`src/rtl/serial_add_ctrl_pkg.sv`:
```
// Shared definitions for the bit-serial adder: FSM encoding and default operand width.
package serial_add_ctrl_pkg;

  localparam int unsigned DEFAULT_WIDTH = 8;

  typedef enum logic [1:0] {
    IDLE = 2'd0,
    RUN  = 2'd1,
    DONE = 2'd2
  } state_t;

endpackage

```
`src/rtl/serial_add_ctrl_fa_cell.sv`:
```
// One-bit full adder built from two half-add stages and an OR; purely combinational.
module fa_cell (
  input  logic a,
  input  logic b,
  input  logic cin,
  output logic s,
  output logic co
);

  logic s1;
  logic c1;
  logic c2;

  assign s1 = a ^ b;
  assign c1 = a & b;
  assign s  = s1 ^ cin;
  assign c2 = s1 & cin;
  assign co = c1 | c2;

endmodule

```
`src/rtl/serial_add_ctrl.sv`:
```
// Bit-serial adder: one shared full-add cell sequenced LSB first, one bit per clock.
module serial_add_ctrl
  import serial_add_ctrl_pkg::*;
#(
  parameter int unsigned WIDTH = DEFAULT_WIDTH
) (
  input  logic             clk,
  input  logic             rst,
  input  logic             start,
  input  logic [WIDTH-1:0] a,
  input  logic [WIDTH-1:0] b,
  output logic             busy,
  output logic             done,
  output logic [WIDTH-1:0] sum,
  output logic             cout
);

  localparam int unsigned CW = (WIDTH > 1) ? $clog2(WIDTH) : 1;

  state_t         state_q;
  state_t         state_d;
  logic [WIDTH-1:0] opa_q;
  logic [WIDTH-1:0] opb_q;
  logic           carry_q;
  logic [CW-1:0]  cnt_q;
  logic           last_c;
  logic           fa_s;
  logic           fa_co;

  assign last_c = (cnt_q == CW'(WIDTH - 1));

  fa_cell u_fa (
    .a   (opa_q[0]),
    .b   (opb_q[0]),
    .cin (carry_q),
    .s   (fa_s),
    .co  (fa_co)
  );

  // State register
  always_ff @(posedge clk) begin
    if (rst) state_q <= IDLE;
    else     state_q <= state_d;
  end

  // Next-state logic
  always_comb begin
    state_d = state_q;
    case (state_q)
      IDLE:    if (start) state_d = RUN;
      RUN:     if (last_c) state_d = DONE;
      DONE:    state_d = IDLE;
      default: state_d = IDLE;
    endcase
  end

  // Datapath: operand shifters, carry flop, bit counter and registered outputs
  always_ff @(posedge clk) begin
    if (rst) begin
      opa_q   <= '0;
      opb_q   <= '0;
      carry_q <= 1'b0;
      cnt_q   <= '0;
      sum     <= '0;
      cout    <= 1'b0;
      busy    <= 1'b0;
      done    <= 1'b0;
    end else begin
      busy <= (state_q != IDLE);
      done <= (state_q == DONE);
      case (state_q)
        IDLE: begin
          if (start) begin
            opa_q   <= a;
            opb_q   <= b;
            carry_q <= 1'b0;
            cnt_q   <= '0;
            sum     <= '0;
          end
        end
        RUN: begin
          opa_q      <= opa_q >> 1;
          opb_q      <= opb_q >> 1;
          carry_q    <= fa_co;
          sum[cnt_q] <= fa_s;
          // Counter saturates on the final bit so it never exceeds WIDTH-1
          if (last_c) cout  <= fa_co;
          else        cnt_q <= cnt_q + CW'(1);
        end
        default: ;
      endcase
    end
  end

endmodule
```
`config.mk`:
```
export PLATFORM = sky130hd
export DESIGN_NAME = serial_add_ctrl
export DESIGN_NICKNAME = d
export VERILOG_FILES = /design/src/rtl/serial_add_ctrl_pkg.sv /design/src/rtl/serial_add_ctrl_fa_cell.sv /design/src/rtl/serial_add_ctrl.sv
export SDC_FILE = /design/constraint.sdc
export NUM_CORES = 1
export LEC_CHECK = 0
export ABC_AREA = 1
export BUFFER_PORTS_ARGS = -buffer_cell sky130_fd_sc_hd__buf_2
export CELL_PAD_IN_SITES_DETAIL_PLACEMENT = 0
export CELL_PAD_IN_SITES_GLOBAL_PLACEMENT = 2
export CORE_ASPECT_RATIO = 0.75
export CORE_MARGIN = 1
export CORE_UTILIZATION = 29
export CTS_CLUSTER_DIAMETER = 100
export DETAILED_ROUTE_END_ITERATION = 6
export PLACE_DENSITY = 0.75
export SETUP_SLACK_MARGIN = 0.5
export SLEW_MARGIN = 40
export SYNTH_ARGS = -nofsm -noshare
export SYNTH_HDL_FRONTEND = slang
export SYNTH_HIERARCHICAL = 1
export SYNTH_SLANG_ARGS = --single-unit
```
`constraint.sdc`:
```
create_clock -name clk -period 1.7 [get_ports clk]
set_input_delay 0 -clock clk [delete_from_list [all_inputs] [get_ports clk]]
set_output_delay 0 -clock clk [all_outputs]
set_load 0.01 [all_outputs]
```
Yosys cells after proc, flatten, opt, wreduce, memory -nomap -nowiden
Cells that the tools add are included.
{ "classes": {"mux": 17, "magnitude_cmp": 2, "n_reduce_logical": 8, "n_addsub": 1, "mul": 0, "div": 0, "bitwise": 5, "shift": 0, "n_eq_ne": 6} }
{ "ops": {"columns": ["op", "count"], "rows": [
  ["one-hot mux 8 bit (2 select lines)", 3],
  ["two-way mux 8 bit", 3],
  ["bitwise mux 8 bit", 1],
  ["two-way mux 3 bit", 2],
  ["!= test 2 bit (second input constant)", 3],
  ["one-hot mux 3 bit (2 select lines)", 1],
  ["AND reduction 2 bit", 3],
  ["less-than comparator 3 x 4 -> 1 bit (second input constant)", 1],
  ["two-way mux 2 bit", 2],
  ["one-hot mux 2 bit (2 select lines)", 1],
  ["nonzero test 2 bit", 2],
  ["adder 3 x 1 -> 3 bit (second input constant)", 1],
  ["demux 1 bit (select 3 bit)", 1],
  ["equality test 3 bit (second input constant)", 1],
  [">= comparator 3 x 1 -> 1 bit (second input constant)", 1],
  ["AND reduction 3 bit", 1],
  ["bitwise AND 1 bit", 2],
  ["equality test 2 x 1 -> 1 bit (second input constant)", 1],
  ["equality test 2 bit (second input constant)", 1],
  ["logical NOT 2 bit", 1],
  ["two-way mux 1 bit", 2],
  ["one-hot mux 1 bit (2 select lines)", 1],
  ["XOR 1 bit", 2],
  ["logical AND 1 bit", 1],
  ["bitwise OR 1 bit", 1]
]} }
{ "totals": {"output_inout_bits": 11, "latch_bits": 0, "memories": 0, "wordCells": 48, "inputBits": 19, "ramBits": 0, "regBits": 33, "rom_bits": 0} }

Longest topological paths before layout
{ "logic_depth": {"depth_word": 6, "ltp_mapped": 7, "ltp_nobuf": 7} }

By module
Netlist, hierarchy kept.
{ "modules_own_cells": {"columns": ["module", "area_each_um2", "n_inst", "seq_area_each_um2", "cells_per_inst"], "rows": [
  ["serial_add_ctrl", 1457.6, 1, 660.6, 211],
  ["fa_cell", 20.0, 1, 0.0, 1]
]} }

Worst setup path after synthesis
OpenSTA, ideal clock, no wires.
{ "synth_path": {"kind": "register to register", "startpoint": "register opa_q[0]", "endpoint": "register sum[1]", "stages_incl_launch_ff": 6, "path_buffers": 0, "t_required_ps": 1630, "setup_time_ps": 70, "slack_ps": 395, "synth_period_minus_slack_ps": 1305, "arrival_ps": 1235, "cell_sequence": "dfxtp_1 fa_1 inv_1 nor2_1 nand3_1 a21oi_1"} }
{ "synth_between": {"elab_chain_len": 4} }
{ "synth_rtl": {"columns": ["element", "line_no", "text"], "rows": [
  ["start: declaration", "serial_add_ctrl.sv:22", "logic [WIDTH-1:0] opa_q;"],
  ["start signal: assignment", "serial_add_ctrl.sv:82", "opa_q <= opa_q >> 1;"],
  ["XOR 1 bit", "serial_add_ctrl_fa_cell.sv:14", "assign s1 = a ^ b;"],
  ["XOR 1 bit", "serial_add_ctrl_fa_cell.sv:16", "assign s = s1 ^ cin;"],
  ["via fa_s", "serial_add_ctrl.sv:27", "logic fa_s;"],
  ["bitwise mux 8 bit", "serial_add_ctrl.sv:85", "sum[cnt_q] <= fa_s;"],
  ["one-hot mux 8 bit (2 select lines)", "serial_add_ctrl.sv:71", "case (state_q)"],
  ["end signal: indexed assignment", "serial_add_ctrl.sv:85", null],
  ["end: declaration", "serial_add_ctrl.sv:14", "output logic [WIDTH-1:0] sum,"]
]} }
The timed path passes the listed nets, and every way through them passes these cells.
A chain may end at the register's enable or synchronous reset.

Worst setup path in the final report
{ "layout_path": {"startpoint": "register opa_q[0]", "endpoint": "register sum[0]"} }
Same word-level chain as after synthesis.

==> results_dict.tcl <==
set metrics [dict create \
    m1WireLength_um 1950 \
    final_net_count 270 \
    max_slew.worst_pin.slew_ns 0.493 \
    post_synth_most_frequent_cells "nand2_1, dfxtp_1, o21ai_0" \
    worst_ep_required_time_ns 1.91 \
    drtAntennaViolNets 0 \
    worst-r2r-cell-count 5 \
    power.density_mw_per_mm2 945 \
    ys_dominant_reg_cell "dfxtp_1" \
    max_freq_mhz 755 \
    final_layout_size_suffix_gt1_share_pct 24.6 \
    ys_seq_elements 33 \
    overflow 0 \
    drc 4 \
    met2RoutedLength_um 1370 \
    core_mm2 0.00490 \
    crit_fanout 7 \
    drt_pre_antenna_iters 6 \
    cts_sinks 33 \
    violations "design-rule violations" \
    chip_width_um 84.4 \
    final_routed_wirelength_um 3510 \
    syn-instance-count 212 \
    grt_pass1_wl_um 5600 \
    io_buffers 29 \
    clock_transition_at_the_registers_of_the_reported_paths_ns 0.07 \
    cap_violations 0 \
    clock_tree_from_tritoncts "yes" \
    post_drt_via_cell_ratio 4.53 \
    gr-usage-all-layers_pct 13.5 \
    die_height_um 63.8 \
    synth-edff-count 0 \
    vias 1396 \
    fin_cells 308 \
    starting_density_of_the_core_pct 30.2 \
    maxSlewHeadroom_pct 67.1 \
    synth_area_per_cell_um2 6.97 \
    irDropWorstVdd_mv 0.387 \
    worst_clock_skew_ns 0.00830 \
    cts.path.max_buffers 2 \
    min_path_cells 3 \
    grt_pass1_vias 1151 \
    critPathArrivalTime_ns 1.54 \
    cts_htree_levels 2 \
    routed-wl-met3_um 148 \
    synth_fp_nets 234 \
    synth_top_area_share_pct 44.7 \
    std_cell_rows 22 \
    drtIter0Drc 70 \
    final_area_mm2 0.00191 \
    placed_cells 296 \
    yosysTopAreaCell "dfxtp_1" \
    finalSetupTns_ns 0 \
    synthesis.area_mm2 0.00148 \
    synth.lib_cells_used.distinct 18 \
    largest_net_degree_at_the_start_of_global_routing 34 \
    final-hold-violation-count 0 \
    syn_to_final_growth_pct 29.0 \
    routabilityCongestion 0.756 \
    root_buffer "clkbuf_8" \
    critPathCaptureType "flop" \
    report.final.slew_viol_count 0 \
    timing.hold.worst.class "in -> reg" \
    yosys-top-cells-area "dfxtp_1, nand2_1, o21ai_0" \
    hold_ws_ns 0.0185 \
    dr.max_layer_used "met4" \
    setup.worst_path.class "reg -> reg" \
    grt_antenna_before_repair 0 \
    setup-violations-final 0 \
    post-route-period-util_pct 77.9 \
    async_s_r_ff_share_synth_pct 0 \
    clk-insertion-delay-late_ns 0.28 \
    p_leak_nw 0.881 \
    status "finished with violations" \
    fillers 553 \
    floorplan.die_area_mm2 0.00539 \
    io_pins 30 \
    post_drt_wl_per_cell_um 11.4 \
    insertedDiodeCount 0 \
    grt_setup_unrepaired "true" \
    synthesis.yosys.warnings 6 \
    hpwl_after_detailed_placement_um 2300 \
    cp-start-kind "flop" \
    synth_seq_area_share_pct 44.7 \
    post_dp_cell_area_mm2 0.00170 \
    cts_made_buffers 5 \
    synth.most_common_cell "nand2_1" \
    timing.final.crit_period_ns 1.32 \
]
## metal layers
metal  track usage, %  vias to the layer above
li1                 -                      760
met2             18.3                       22
met5                0                        -
met4             5.72                        0
met3             4.13                        5
met1             19.6                      609
## flip-flops by register name, indices dropped and copies added (netlist names)
register	flops
opa_q	8
sum	8
carry_q	1
done	1
opb_q	8
state_q	2
cout	1
cnt_q	3
busy	1
## worst max-delay path: stages (launching register included)
cell and delay (ns):
dfxtp_2 0.33, fa_1 0.58, inv_4 0.07, nor2_4 0.08, nand3_1 0.07, a21oi_1 0.13
## layout make-up
class / count / area (um^2) / area share [%]
inverter: 22 / 87.6 / 4.59
multi-input combinational: 147 / 702 / 36.8
timing repair buffer: 39 / 268 / 14.0
clock buffer: 5 / 68.8 / 3.61
sequential: 33 / 671 / 35.2
clock inverter: 2 / 35.0 / 1.84
tap: 60 / 75.1 / 3.94
## cells in the final DEF (no fill, tap or decap)
cell	instances
dlygate4sd3_1	2
dfxtp_4	1
ha_1	1
nand2_4	1
clkinv_2	1
nand3_1	11
inv_1	18
inv_2	2
a21oi_2	1
a21oi_1	26
dfxtp_2	5
dfxtp_1	27
clkbuf_8	5
nand2_1	58
nand2_2	1
ha_2	1
fa_1	1
buf_12	2
clkbuf_16	1
nor2_4	1
o21ai_2	1
nor3_1	1
nor2_1	13
o21ai_0	25
inv_4	2
nor2_2	1
buf_4	5
o21ai_1	4
buf_2	29
bufinv_16	1
## metrics by stage
step                utilization, %  total power, mW  setup slack, ns
floorplan                        -             1.00            0.469
global placement              34.6             1.08            0.415
detailed placement            34.6             1.08            0.383
CTS                           37.7             1.81            0.363
global route                  38.9             1.91            0.295
finish                        38.9             1.80            0.375
## worst paths after layout
path                              start               endpoint  slack (ns)
hold / removal                    start  opb_q[7]$_SDFFE_PP0P_        0.02
setup reg to reg  opa_q[0]$_SDFFE_PP0P_    sum[0]$_SDFFE_PP0P_        0.38
setup / recovery  opa_q[0]$_SDFFE_PP0P_    sum[0]$_SDFFE_PP0P_        0.38
hold reg to reg     sum[3]$_SDFFE_PP0P_    sum[3]$_SDFFE_PP0P_        0.46
## where the power goes
| part | switching, mW | internal, mW |
|---|---|---|
| Combinational | 0.146 | 0.105 |
| Clock | 0.284 | 0.426 |
| Sequential | 0.0243 | 0.816 |
## cell families after synthesis
family	Yosys count	share of synthesized area (%)
AND/OR/NAND/NOR	87	23.3
AO/OA/AOI/OAI	57	19.6
flip-flops	33	44.7
buffers and inverters	32	9.40
adder cells (fa/ha/maj)	3	3.05
## timing repair
item                                    in CTS  in global routing
pin swaps                                    1                  4
setup buffers                                2                  0
hold buffers                                 2                  0
endpoints found under the setup margin      24                 26
gates resized for setup                      5                 16
hold endpoints to repair                     2                  0
gates cloned                                 0                  1
No activity file was read; power rests on OpenSTA's default activity.
